$ cat src/rtl/cfg_sequencer_if.sv
// Bundle of the sequencer's start/status, ROM read and I2C byte-request signals.
// The "master" modport is the sequencer side; "slave" is the ROM/byte-master side.
interface cfg_sequencer_if #(
    parameter int AW         = 9,
    parameter int MEM_WIDTH  = 24,
    parameter int DATA_WIDTH = 8
);
    logic                  start_i;
    logic                  busy_o;
    logic                  done_o;
    logic                  err_o;
    logic [AW-1:0]         err_idx_o;
    logic [AW-1:0]         rom_addr_o;
    logic [MEM_WIDTH-1:0]  rom_data_i;
    logic                  i2c_valid_o;
    logic                  i2c_ready_i;
    logic [DATA_WIDTH-1:0] i2c_data_o;
    logic                  i2c_start_o;
    logic                  i2c_stop_o;
    logic                  i2c_done_i;
    logic                  i2c_nack_i;

    modport master (
        input  start_i, rom_data_i, i2c_ready_i, i2c_done_i, i2c_nack_i,
        output busy_o, done_o, err_o, err_idx_o, rom_addr_o,
               i2c_valid_o, i2c_data_o, i2c_start_o, i2c_stop_o
    );

    modport slave (
        output start_i, rom_data_i, i2c_ready_i, i2c_done_i, i2c_nack_i,
        input  busy_o, done_o, err_o, err_idx_o, rom_addr_o,
               i2c_valid_o, i2c_data_o, i2c_start_o, i2c_stop_o
    );
endinterface

$ cat src/rtl/cfg_sequencer.sv
// Walks a config ROM and writes every {reg_hi, reg_lo, value} entry to the Si5340 as a
// 4-byte I2C write, inserting a long settle pause after the preamble entries.
module cfg_sequencer #(
    parameter int         MEM_DEPTH    = 326,
    parameter int         MEM_WIDTH    = 24,
    parameter int         DATA_WIDTH   = 8,
    parameter logic [6:0] SLAVE_ADDR   = 7'h74,
    parameter int         PAUSE_IDX    = 2,
    parameter int         PAUSE_CYCLES = 37_500_000,
    localparam int        AW           = (MEM_DEPTH > 1) ? $clog2(MEM_DEPTH) : 1
) (
    input  logic              clk_i,
    input  logic              rst_i,
    cfg_sequencer_if.master   bus
);

    localparam logic [AW-1:0] LAST_IDX   = AW'(MEM_DEPTH - 1);
    localparam logic [AW-1:0] PAUSE_AT   = AW'(PAUSE_IDX);
    localparam logic [31:0]   PAUSE_LAST = (PAUSE_CYCLES > 1) ? 32'(PAUSE_CYCLES - 1) : 32'd0;

    typedef enum logic [2:0] {
        IDLE, FETCH, LATCH, SEND, WAIT_ACK, PAUSE, DONE, ERROR
    } state_t;

    state_t               state;
    state_t               state_next;
    logic [AW-1:0]        index;
    logic [1:0]           byte_cnt;
    logic [31:0]          pause_cnt;
    logic [MEM_WIDTH-1:0] word;

    always_ff @(posedge clk_i) begin
        if (rst_i) begin
            state <= IDLE;
        end else begin
            state <= state_next;
        end
    end

    always_comb begin
        state_next = state;
        case (state)
            IDLE, DONE, ERROR: if (bus.start_i) state_next = FETCH;
            FETCH:             state_next = LATCH;
            LATCH:             state_next = SEND;
            SEND:              if (bus.i2c_ready_i) state_next = WAIT_ACK;
            WAIT_ACK: begin
                if (bus.i2c_done_i) begin
                    if (bus.i2c_nack_i)          state_next = ERROR;
                    else if (byte_cnt != 2'd3)   state_next = SEND;
                    else if (index == LAST_IDX)  state_next = DONE;
                    else if (index == PAUSE_AT)  state_next = PAUSE;
                    else                         state_next = FETCH;
                end
            end
            PAUSE:             if (pause_cnt >= PAUSE_LAST) state_next = FETCH;
            default:           state_next = IDLE;
        endcase
    end

    // Datapath follows the chosen transition so index/byte bookkeeping cannot disagree with the FSM.
    always_ff @(posedge clk_i) begin
        if (rst_i) begin
            index     <= '0;
            byte_cnt  <= '0;
            pause_cnt <= '0;
            word      <= '0;
        end else begin
            case (state)
                IDLE, DONE, ERROR: begin
                    if (state_next == FETCH) begin
                        index    <= '0;
                        byte_cnt <= '0;
                    end
                end
                LATCH: begin
                    word     <= bus.rom_data_i;
                    byte_cnt <= '0;
                end
                WAIT_ACK: begin
                    if (state_next == SEND)  byte_cnt  <= byte_cnt + 2'd1;
                    if (state_next == FETCH) index     <= index + AW'(1);
                    if (state_next == PAUSE) pause_cnt <= '0;
                end
                PAUSE: begin
                    if (state_next == FETCH)   index     <= index + AW'(1);
                    else if (pause_cnt != '1)  pause_cnt <= pause_cnt + 32'd1;
                end
                default: ;
            endcase
        end
    end

    always_comb begin
        bus.busy_o      = 1'b0;
        bus.done_o      = 1'b0;
        bus.err_o       = 1'b0;
        bus.err_idx_o   = '0;
        bus.rom_addr_o  = index;
        bus.i2c_valid_o = 1'b0;
        bus.i2c_data_o  = '0;
        bus.i2c_start_o = 1'b0;
        bus.i2c_stop_o  = 1'b0;
        case (state)
            FETCH, LATCH, WAIT_ACK, PAUSE: bus.busy_o = 1'b1;
            SEND: begin
                bus.busy_o      = 1'b1;
                bus.i2c_valid_o = 1'b1;
                bus.i2c_start_o = (byte_cnt == 2'd0);
                bus.i2c_stop_o  = (byte_cnt == 2'd3);
                case (byte_cnt)
                    2'd0:    bus.i2c_data_o = DATA_WIDTH'({SLAVE_ADDR, 1'b0});
                    2'd1:    bus.i2c_data_o = DATA_WIDTH'(word[23:16]);
                    2'd2:    bus.i2c_data_o = DATA_WIDTH'(word[15:8]);
                    default: bus.i2c_data_o = DATA_WIDTH'(word[7:0]);
                endcase
            end
            DONE:  bus.done_o = 1'b1;
            ERROR: begin
                bus.err_o     = 1'b1;
                bus.err_idx_o = index;
            end
            default: ;
        endcase
    end

endmodule
$ cat src/flat_wrapper.sv
// flat-port wrapper written by rule: the top's interface ports become plain ports
module cfg_sequencer_flat 
#(
    parameter int         MEM_DEPTH    = 326,
    parameter int         MEM_WIDTH    = 24,
    parameter int         DATA_WIDTH   = 8,
    parameter logic [6:0] SLAVE_ADDR   = 7'h74,
    parameter int         PAUSE_IDX    = 2,
    parameter int         PAUSE_CYCLES = 37_500_000,
    localparam int        AW           = (MEM_DEPTH > 1) ? $clog2(MEM_DEPTH) : 1
)
  (clk_i, rst_i, bus_start_i, bus_rom_data_i, bus_i2c_ready_i, bus_i2c_done_i, bus_i2c_nack_i, bus_busy_o, bus_done_o, bus_err_o, bus_err_idx_o, bus_rom_addr_o, bus_i2c_valid_o, bus_i2c_data_o, bus_i2c_start_o, bus_i2c_stop_o);
  cfg_sequencer_if #(.MEM_WIDTH(MEM_WIDTH), .DATA_WIDTH(DATA_WIDTH)) bus_i ();
  input  logic clk_i;
  input  logic rst_i;
  input wire logic [$bits(bus_i.start_i)-1:0] bus_start_i;
  input wire logic [$bits(bus_i.rom_data_i)-1:0] bus_rom_data_i;
  input wire logic [$bits(bus_i.i2c_ready_i)-1:0] bus_i2c_ready_i;
  input wire logic [$bits(bus_i.i2c_done_i)-1:0] bus_i2c_done_i;
  input wire logic [$bits(bus_i.i2c_nack_i)-1:0] bus_i2c_nack_i;
  output wire logic [$bits(bus_i.busy_o)-1:0] bus_busy_o;
  output wire logic [$bits(bus_i.done_o)-1:0] bus_done_o;
  output wire logic [$bits(bus_i.err_o)-1:0] bus_err_o;
  output wire logic [$bits(bus_i.err_idx_o)-1:0] bus_err_idx_o;
  output wire logic [$bits(bus_i.rom_addr_o)-1:0] bus_rom_addr_o;
  output wire logic [$bits(bus_i.i2c_valid_o)-1:0] bus_i2c_valid_o;
  output wire logic [$bits(bus_i.i2c_data_o)-1:0] bus_i2c_data_o;
  output wire logic [$bits(bus_i.i2c_start_o)-1:0] bus_i2c_start_o;
  output wire logic [$bits(bus_i.i2c_stop_o)-1:0] bus_i2c_stop_o;
  assign bus_i.start_i = bus_start_i;
  assign bus_i.rom_data_i = bus_rom_data_i;
  assign bus_i.i2c_ready_i = bus_i2c_ready_i;
  assign bus_i.i2c_done_i = bus_i2c_done_i;
  assign bus_i.i2c_nack_i = bus_i2c_nack_i;
  assign bus_busy_o = bus_i.busy_o;
  assign bus_done_o = bus_i.done_o;
  assign bus_err_o = bus_i.err_o;
  assign bus_err_idx_o = bus_i.err_idx_o;
  assign bus_rom_addr_o = bus_i.rom_addr_o;
  assign bus_i2c_valid_o = bus_i.i2c_valid_o;
  assign bus_i2c_data_o = bus_i.i2c_data_o;
  assign bus_i2c_start_o = bus_i.i2c_start_o;
  assign bus_i2c_stop_o = bus_i.i2c_stop_o;
  cfg_sequencer #(.MEM_DEPTH(MEM_DEPTH), .MEM_WIDTH(MEM_WIDTH), .DATA_WIDTH(DATA_WIDTH), .SLAVE_ADDR(SLAVE_ADDR), .PAUSE_IDX(PAUSE_IDX), .PAUSE_CYCLES(PAUSE_CYCLES)) u_core (.clk_i(clk_i), .rst_i(rst_i), .bus(bus_i));
endmodule
$ cat config.mk
export PLATFORM = sky130hd
export DESIGN_NAME = cfg_sequencer_flat
export DESIGN_NICKNAME = d
export VERILOG_FILES = /design/src/rtl/cfg_sequencer_if.sv /design/src/rtl/cfg_sequencer.sv /design/src/flat_wrapper.sv
export SDC_FILE = /design/constraint.sdc
export NUM_CORES = 1
export LEC_CHECK = 0
export CORE_UTILIZATION = 50
export CTS_BUF_LIST = sky130_fd_sc_hd__clkbuf_16
export CTS_CLUSTER_SIZE = 12
export DETAILED_ROUTE_END_ITERATION = 10
export DONT_BUFFER_PORTS = 1
export HOLD_SLACK_MARGIN = 0.03
export MAX_ROUTING_LAYER = met4
export PLACE_DENSITY_LB_ADDON = 0.05
export SLEW_MARGIN = 20
export SYNTH_ARGS = -nofsm -noshare
export SYNTH_HDL_FRONTEND = slang
export SYNTH_SLANG_ARGS = --single-unit
$ cat constraint.sdc
create_clock -name clk_i -period 6.34 [get_ports clk_i]
set_clock_uncertainty 0.1 [all_clocks]
set_input_delay 0.634 -clock clk_i [delete_from_list [all_inputs] [get_ports clk_i]]
set_output_delay 0.634 -clock clk_i [all_outputs]
set_load 0.1 [all_outputs]
==> flow_summary.ini, run 1 <==
[global_route]
grt_pass1_vias = 3348
grt_pass1_wl_mm = 16.1
grt_max_degree = 40
antenna_found_initial = 0
gr-total-overflow = 0
grt_usage_pct = 25.0

[clock_tree]
clock-sinks = 70
cts-buffers-inserted = 9
path_clk_slew_ps = 60
cts.repair.resized = 0
cts_tree = built
cts_setup_buffers = 0
cts_hold_buf = 0
cts_root_buffer = clkbuf_16
worstSkewPairLatency_ps = 330
cts_max_level = 3
clk_path_buf_depth = 2

[floorplanning]
die_height_um = 91.3
coreArea_mm2 = 0.00773
rows = 32
start_util_pct = 51.6
die_area_mm2 = 0.00834
die-width_um = 91.3
io-pin-count = 62

[timing]
worst_slack_ps = 2320
slew_headroom_pct = 21.5
tightest_slew_ps = 1180
period_needed_ps = 4020
fin_crit_sh_pct = 63.4
finalSetupViolations = 0
grt_setup_unrepaired = false
fmax_mhz = 249
finalHoldViolCount = 0
maxSlewViolCount = 0
fin_setup_tns_ps = 0

[detailed_routing]
drt-wirelength-per-cell_um = 16.3
drt_pass1_iterations = 4
drt-total-wl_mm = 9.90
antenna_left = 0
drc = 0
vias_per_cell = 6.08
vias = 3686
first_iter_violations = 175

[critical_path]
reg2reg_to = u_core.bus.rom_addr_o[3]$_SDFFE_PP0P_
cp.arrival_ps = 4130
required_ps = 6450
cp_top_family = simple AND/OR/NAND/NOR gates
crit_type = reg2reg
critPathSlowestCell = dfxtp_1
worst_r2r_path_depth = 9
cp_num_buf_inv = 1
crit_chain = inv_1 > ha_1 > and4_1 > o2111ai_1 > a32oi_1 > a31oi_4 > and2_1 > nor3b_2 > nor3_1
worstReg2RegStart = u_core.bus.rom_addr_o[1]$_SDFFE_PP0P_
cp-start-kind = flop
crit_fanout = 28
critical-path-max-stage-delay_ps = 1060
r2r_setup_slack_ps = 2320
end_kind = flop

[synth]
synth.avg_cell_area_um2 = 7.82
yosysTopAreaCellShare_pct = 35.1
synth_async_sr_flop_share_pct = 0
synth-seq-cells = 70
synth-edff-count = 0
ys.flop_type = dfxtp_1
synth_cell_types = 57
synthTopCellsByArea = dfxtp_1 35%, nand2_1 7.2%, a21oi_1 6.5%, nor2_1 4.0%, xnor2_1 4.0%
syn_area_mm2 = 0.00399
yosysMostFrequentCell = nand2_1
yosysTopAreaCell = dfxtp_1
synth_fp_nets = 551
synth_commonest_cells = 77 x nand2_1, 70 x dfxtp_1, 52 x a21oi_1, 43 x nor2_1, 23 x nand3_1
ys_seq_area_share_pct = 35.1
synthCells = 510
ys_warn_count = 0

[min_path]
hold_start = rst_i
holdPathEnd = u_core.word[2]$_SDFFE_PP0P_
hold_path.class = in2reg
holdPathStages = 1

[power]
p_leak_nw = 1.46
ir_drop_uv = 246
power.density_mw_per_mm2 = 357

[finish]
fill_cells = 705
drive_above_1_share_pct = 9.72
seq_area_mm2 = 0.00140
multi_input_area_mm2 = 0.00248
final_core_util_pct = 57.7
antennaDiodeCount = 0
final_net_count = 540
syn_to_final_growth_pct = 11.9

[place]
gp_congestion = 0.891
port_buffers = 0
hpwl_mm = 6.80
pre_cts_ws_ps = 2370

[outcome]
status = completed

[job]
maxCapViolCount = 0
-- sequential cells by signal (all words and copies together), names as in the netlist --
register / flops
u_core.bus.rom_addr_o: 9
u_core.byte_cnt: 2
u_core.pause_cnt: 32
u_core.state: 3
u_core.word: 24
-- logic make-up after synthesis --
family / synth area share [%]
XOR/XNOR: 4.61
AO/OA/AOI/OAI: 19.6
multiplexers: 0.753
adder cells (fa/ha/maj): 3.45
flip-flops: 35.1
buffers and inverters: 4.71
AND/OR/NAND/NOR: 31.8
-- power by group --
group / internal (W) / switching, W / total (W)
Sequential: 0.000474 / 0.0000581 / 0.000532
Combinational: 0.000156 / 0.000441 / 0.000597
Clock: 0.000265 / 0.000201 / 0.000466
-- worst reg2reg max path: stages, from the launching register on --
cell	delay (ps)
dfxtp_1	1060
inv_1	190
ha_1	260
and4_1	220
o2111ai_1	210
a32oi_1	190
a31oi_4	700
and2_1	470
nor3b_2	410
nor3_1	90
-- metal layers --
layer / track usage (%) / vias to the layer above / part of all wire, %
li1: - / 1825 / -
met1: 32.3 / 1736 / 47
met2: 38.1 / 109 / 46
met3: 5.19 / 16 / 5.6
met4: 10.3 / 0 / 1.6
met5: - / - / 0
-- worst max-delay path by stage --
stage          slack, ps                                  start  depth (start not counted)                               endpoint
6_report            2320  u_core.bus.rom_addr_o[1]$_SDFFE_PP0P_                          9  u_core.bus.rom_addr_o[3]$_SDFFE_PP0P_
5_1_grt             2070  u_core.bus.rom_addr_o[0]$_SDFFE_PP0P_                          9  u_core.bus.rom_addr_o[5]$_SDFFE_PP0P_
4_1_cts             2330             u_core.state[2]$_SDFF_PP0_                          3                       bus_err_idx_o[7]
3_5_place_dp        2370  u_core.bus.rom_addr_o[1]$_SDFFE_PP0P_                          9  u_core.bus.rom_addr_o[4]$_SDFFE_PP0P_
3_3_place_gp        2450  u_core.bus.rom_addr_o[0]$_SDFFE_PP0P_                          9  u_core.bus.rom_addr_o[6]$_SDFFE_PP0P_
2_1_floorplan       2300  u_core.bus.rom_addr_o[0]$_SDFFE_PP0P_                          2                       bus_err_idx_o[0]
-- cells in the final DEF, fill, tap and decap left out, types with 4 or more instances in the layout --
| master | instances |
|---|---|
| nor3_2 | 4 |
| a211oi_1 | 14 |
| nor3b_1 | 4 |
| inv_1 | 15 |
| and3_1 | 13 |
| dfxtp_1 | 70 |
| o21ai_0 | 6 |
| xnor2_1 | 18 |
| a22oi_1 | 5 |
| nor3_1 | 13 |
| nand2_1 | 77 |
| nor2_2 | 8 |
| ha_1 | 11 |
| o31ai_1 | 10 |
| clkbuf_16 | 12 |
| or4_1 | 13 |
| and4_1 | 7 |
| nand3b_1 | 4 |
| nand3_1 | 23 |
| buf_4 | 4 |
| nor2_1 | 34 |
| nand4_1 | 15 |
| a21oi_1 | 51 |
| and2_1 | 11 |
-- cell type report --
cell class | instances | area share [%]
Clock buffer | 9 | 5.05
Clock inverter | 7 | 1.09
Inverter | 15 | 1.26
Multi-Input combinational cell | 395 | 55.6
Sequential cell | 70 | 31.4
Tap cell | 102 | 2.86
Timing Repair Buffer | 8 | 2.69
-- through the flow --
| step | instance area (um^2) | hold slack, ps | cells | power (W) |
|---|---|---|---|---|
| after global placement | 4170 | 337 | 589 | 0.00111 |
| final | 4460 | 263 | 606 | 0.00159 |
| after CTS | 4460 | 257 | 606 | 0.00160 |
| after detailed placement | 4180 | 341 | 590 | 0.00113 |
| after floorplan | 3990 | 336 | 510 | 0.00102 |
| after global routing | 4460 | 249 | 606 | 0.00168 |
(Power assumes the default switching activity.)
==> run 2: changes to the inputs <==
==> constraint.sdc (replaced) <==
create_clock -name clk_i -period 4.2 [get_ports clk_i]
set_clock_uncertainty 0.1 [all_clocks]
set_input_delay 0.42 -clock clk_i [delete_from_list [all_inputs] [get_ports clk_i]]
set_output_delay 0.42 -clock clk_i [all_outputs]
set_load 0.1 [all_outputs]
==> flow_summary.ini, run 2 (synthesized netlist as in run 1, its figures left out) <==
[clock_tree]
clock-sinks = 70
cts-buffers-inserted = 9
clk_path_buf_depth = 2
cts_root_buffer = clkbuf_16
cts_tree = built
worstSkewPairLatency_ps = 340
cts_max_level = 3
cts_setup_buffers = 0
path_clk_slew_ps = 60
cts_hold_buf = 0
cts.repair.resized = 0

[timing]
finalSetupViolations = 0
hold_slack_ps = 46.6
fin_crit_sh_pct = 83.3
fmax_mhz = 286
maxSlewViolCount = 0
period_needed_ps = 3500
tightest_slew_ps = 1180
finalHoldViolCount = 0
slew_headroom_pct = 21.1
grt_setup_unrepaired = false
fin_setup_tns_ps = 0

[detailed_routing]
vias = 3716
antenna_left = 0
drc = 0
drt-total-wl_mm = 10.2
vias_per_cell = 5.96
drt-wirelength-per-cell_um = 16.4
drt_pass1_iterations = 4
first_iter_violations = 145

[floorplanning]
die-width_um = 91.3
die_area_mm2 = 0.00834
coreArea_mm2 = 0.00773
rows = 32
start_util_pct = 51.6
io-pin-count = 62
die_height_um = 91.3

[power]
p_clk_share_pct = 32.4
sequentialPowerShare_pct = 30.8
power.density_mw_per_mm2 = 554
p_int_w = 0.00150
p_leak_nw = 1.58
combPwrFrac_pct = 36.8
ir_drop_uv = 261
power_w = 0.00256
swShare_pct = 41.7
power.switching_w = 0.00107

[outcome]
status = completed

[critical_path]
cp.arrival_ps = 3660
crit_type = reg2reg
cp-start-kind = flop
r2r_setup_slack_ps = 700
crit_fanout = 23
end_kind = flop
required_ps = 4370

[place]
port_buffers = 0
gp_congestion = 0.926
placed_cells = 607
hpwl_mm = 7.18

[global_route]
grt_max_degree = 40
grt_pass1_wl_mm = 17.1
grt-busiest-layer = met2
gr-total-overflow = 0
grt.met1_usage_pct = 33.3
grt_pass1_vias = 3565
antenna_found_initial = 0
met2_usage_pct = 41.9
met3_usage_pct = 4.10
grt_usage_pct = 26.3

[min_path]
hold_path.class = in2reg

[finish]
drive_above_1_share_pct = 12.7
syn_to_final_growth_pct = 16.0
final_net_count = 557
fill_cells = 705
seq_area_mm2 = 0.00140
largest_reg_flops = 32
fin_cells = 623
final_cell_mix = 77 x nand2_1, 70 x dfxtp_1, 51 x a21oi_1
multi_input_area_mm2 = 0.00248
largest-register = u_core.pause_cnt
layout.cells.most_common = nand2_1
antennaDiodeCount = 0

[job]
maxCapViolCount = 0
-- run 2: cell count changes in the layout (fill, tap and decap cells not counted), sizes merged --
cell      before  now
buf            5   22
bufinv         0    2
clkinvlp       3    1
-- run 2: power groups by stage --
stage	Clock [W]	Combinational (W)	Sequential [W]
3_3_place_gp	0	0.000916	0.000798
6_report	0.000830	0.000944	0.000790
5_1_grt	0.000872	0.00102	0.000799
2_1_floorplan	0	0.000766	0.000772
3_5_place_dp	0	0.000930	0.000803
4_1_cts	0.000838	0.000937	0.000788
-- run 2: path summary, 6_finish.rpt --
kind,from,cells after the start,end
worst max register to register,u_core.state[1]$_SDFF_PP0_,10,u_core.pause_cnt[21]$_SDFFE_PP0P_
worst min-delay path,rst_i,1,u_core.word[2]$_SDFFE_PP0P_
worst min register to register,u_core.word[12]$_SDFFE_PP0P_,2,u_core.word[12]$_SDFFE_PP0P_
worst max-delay path,u_core.state[1]$_SDFF_PP0_,10,u_core.pause_cnt[21]$_SDFFE_PP0P_
-- run 2: cell type report --
class,count,share of cell area [%]
repair buffers,25,5.19
inverters,15,1.22
clock buffers,9,4.87
multi-input cells,395,53.6
flip-flops and latches,70,30.3
well taps,102,2.76
clock inverters,7,2.11
-- run 2: critical path, cell delays in order, from the launching register on --
cell       delay, ps
dfxtp_1          620
inv_1            220
ha_1             480
inv_1            110
nand2_1          130
o21ai_0          220
a2bb2oi_2        220
buf_4            200
a21o_1           380
or4_1            580
a21oi_1          150
-- run 2: metal layers --
metal | share of wire (%) | up-vias | wire [um]
met5 | 0 | - | 0
met2 | 47 | 81 | 4760
met4 | 1.9 | 0 | 194
met1 | 48 | 1761 | 4860
met3 | 3.8 | 15 | 389
li1 | - | 1859 | -
-- run 2: stage by stage --
step | utilization, % | cell area, um^2 | worst slack (ps)
6_report | 59.9 | 4630 | 703
5_1_grt | 59.9 | 4630 | 424
4_1_cts | 59.9 | 4630 | 747
3_5_place_dp | 55.7 | 4300 | 765
3_3_place_gp | 55.7 | 4300 | 819
2_1_floorplan | - | 3990 | 371
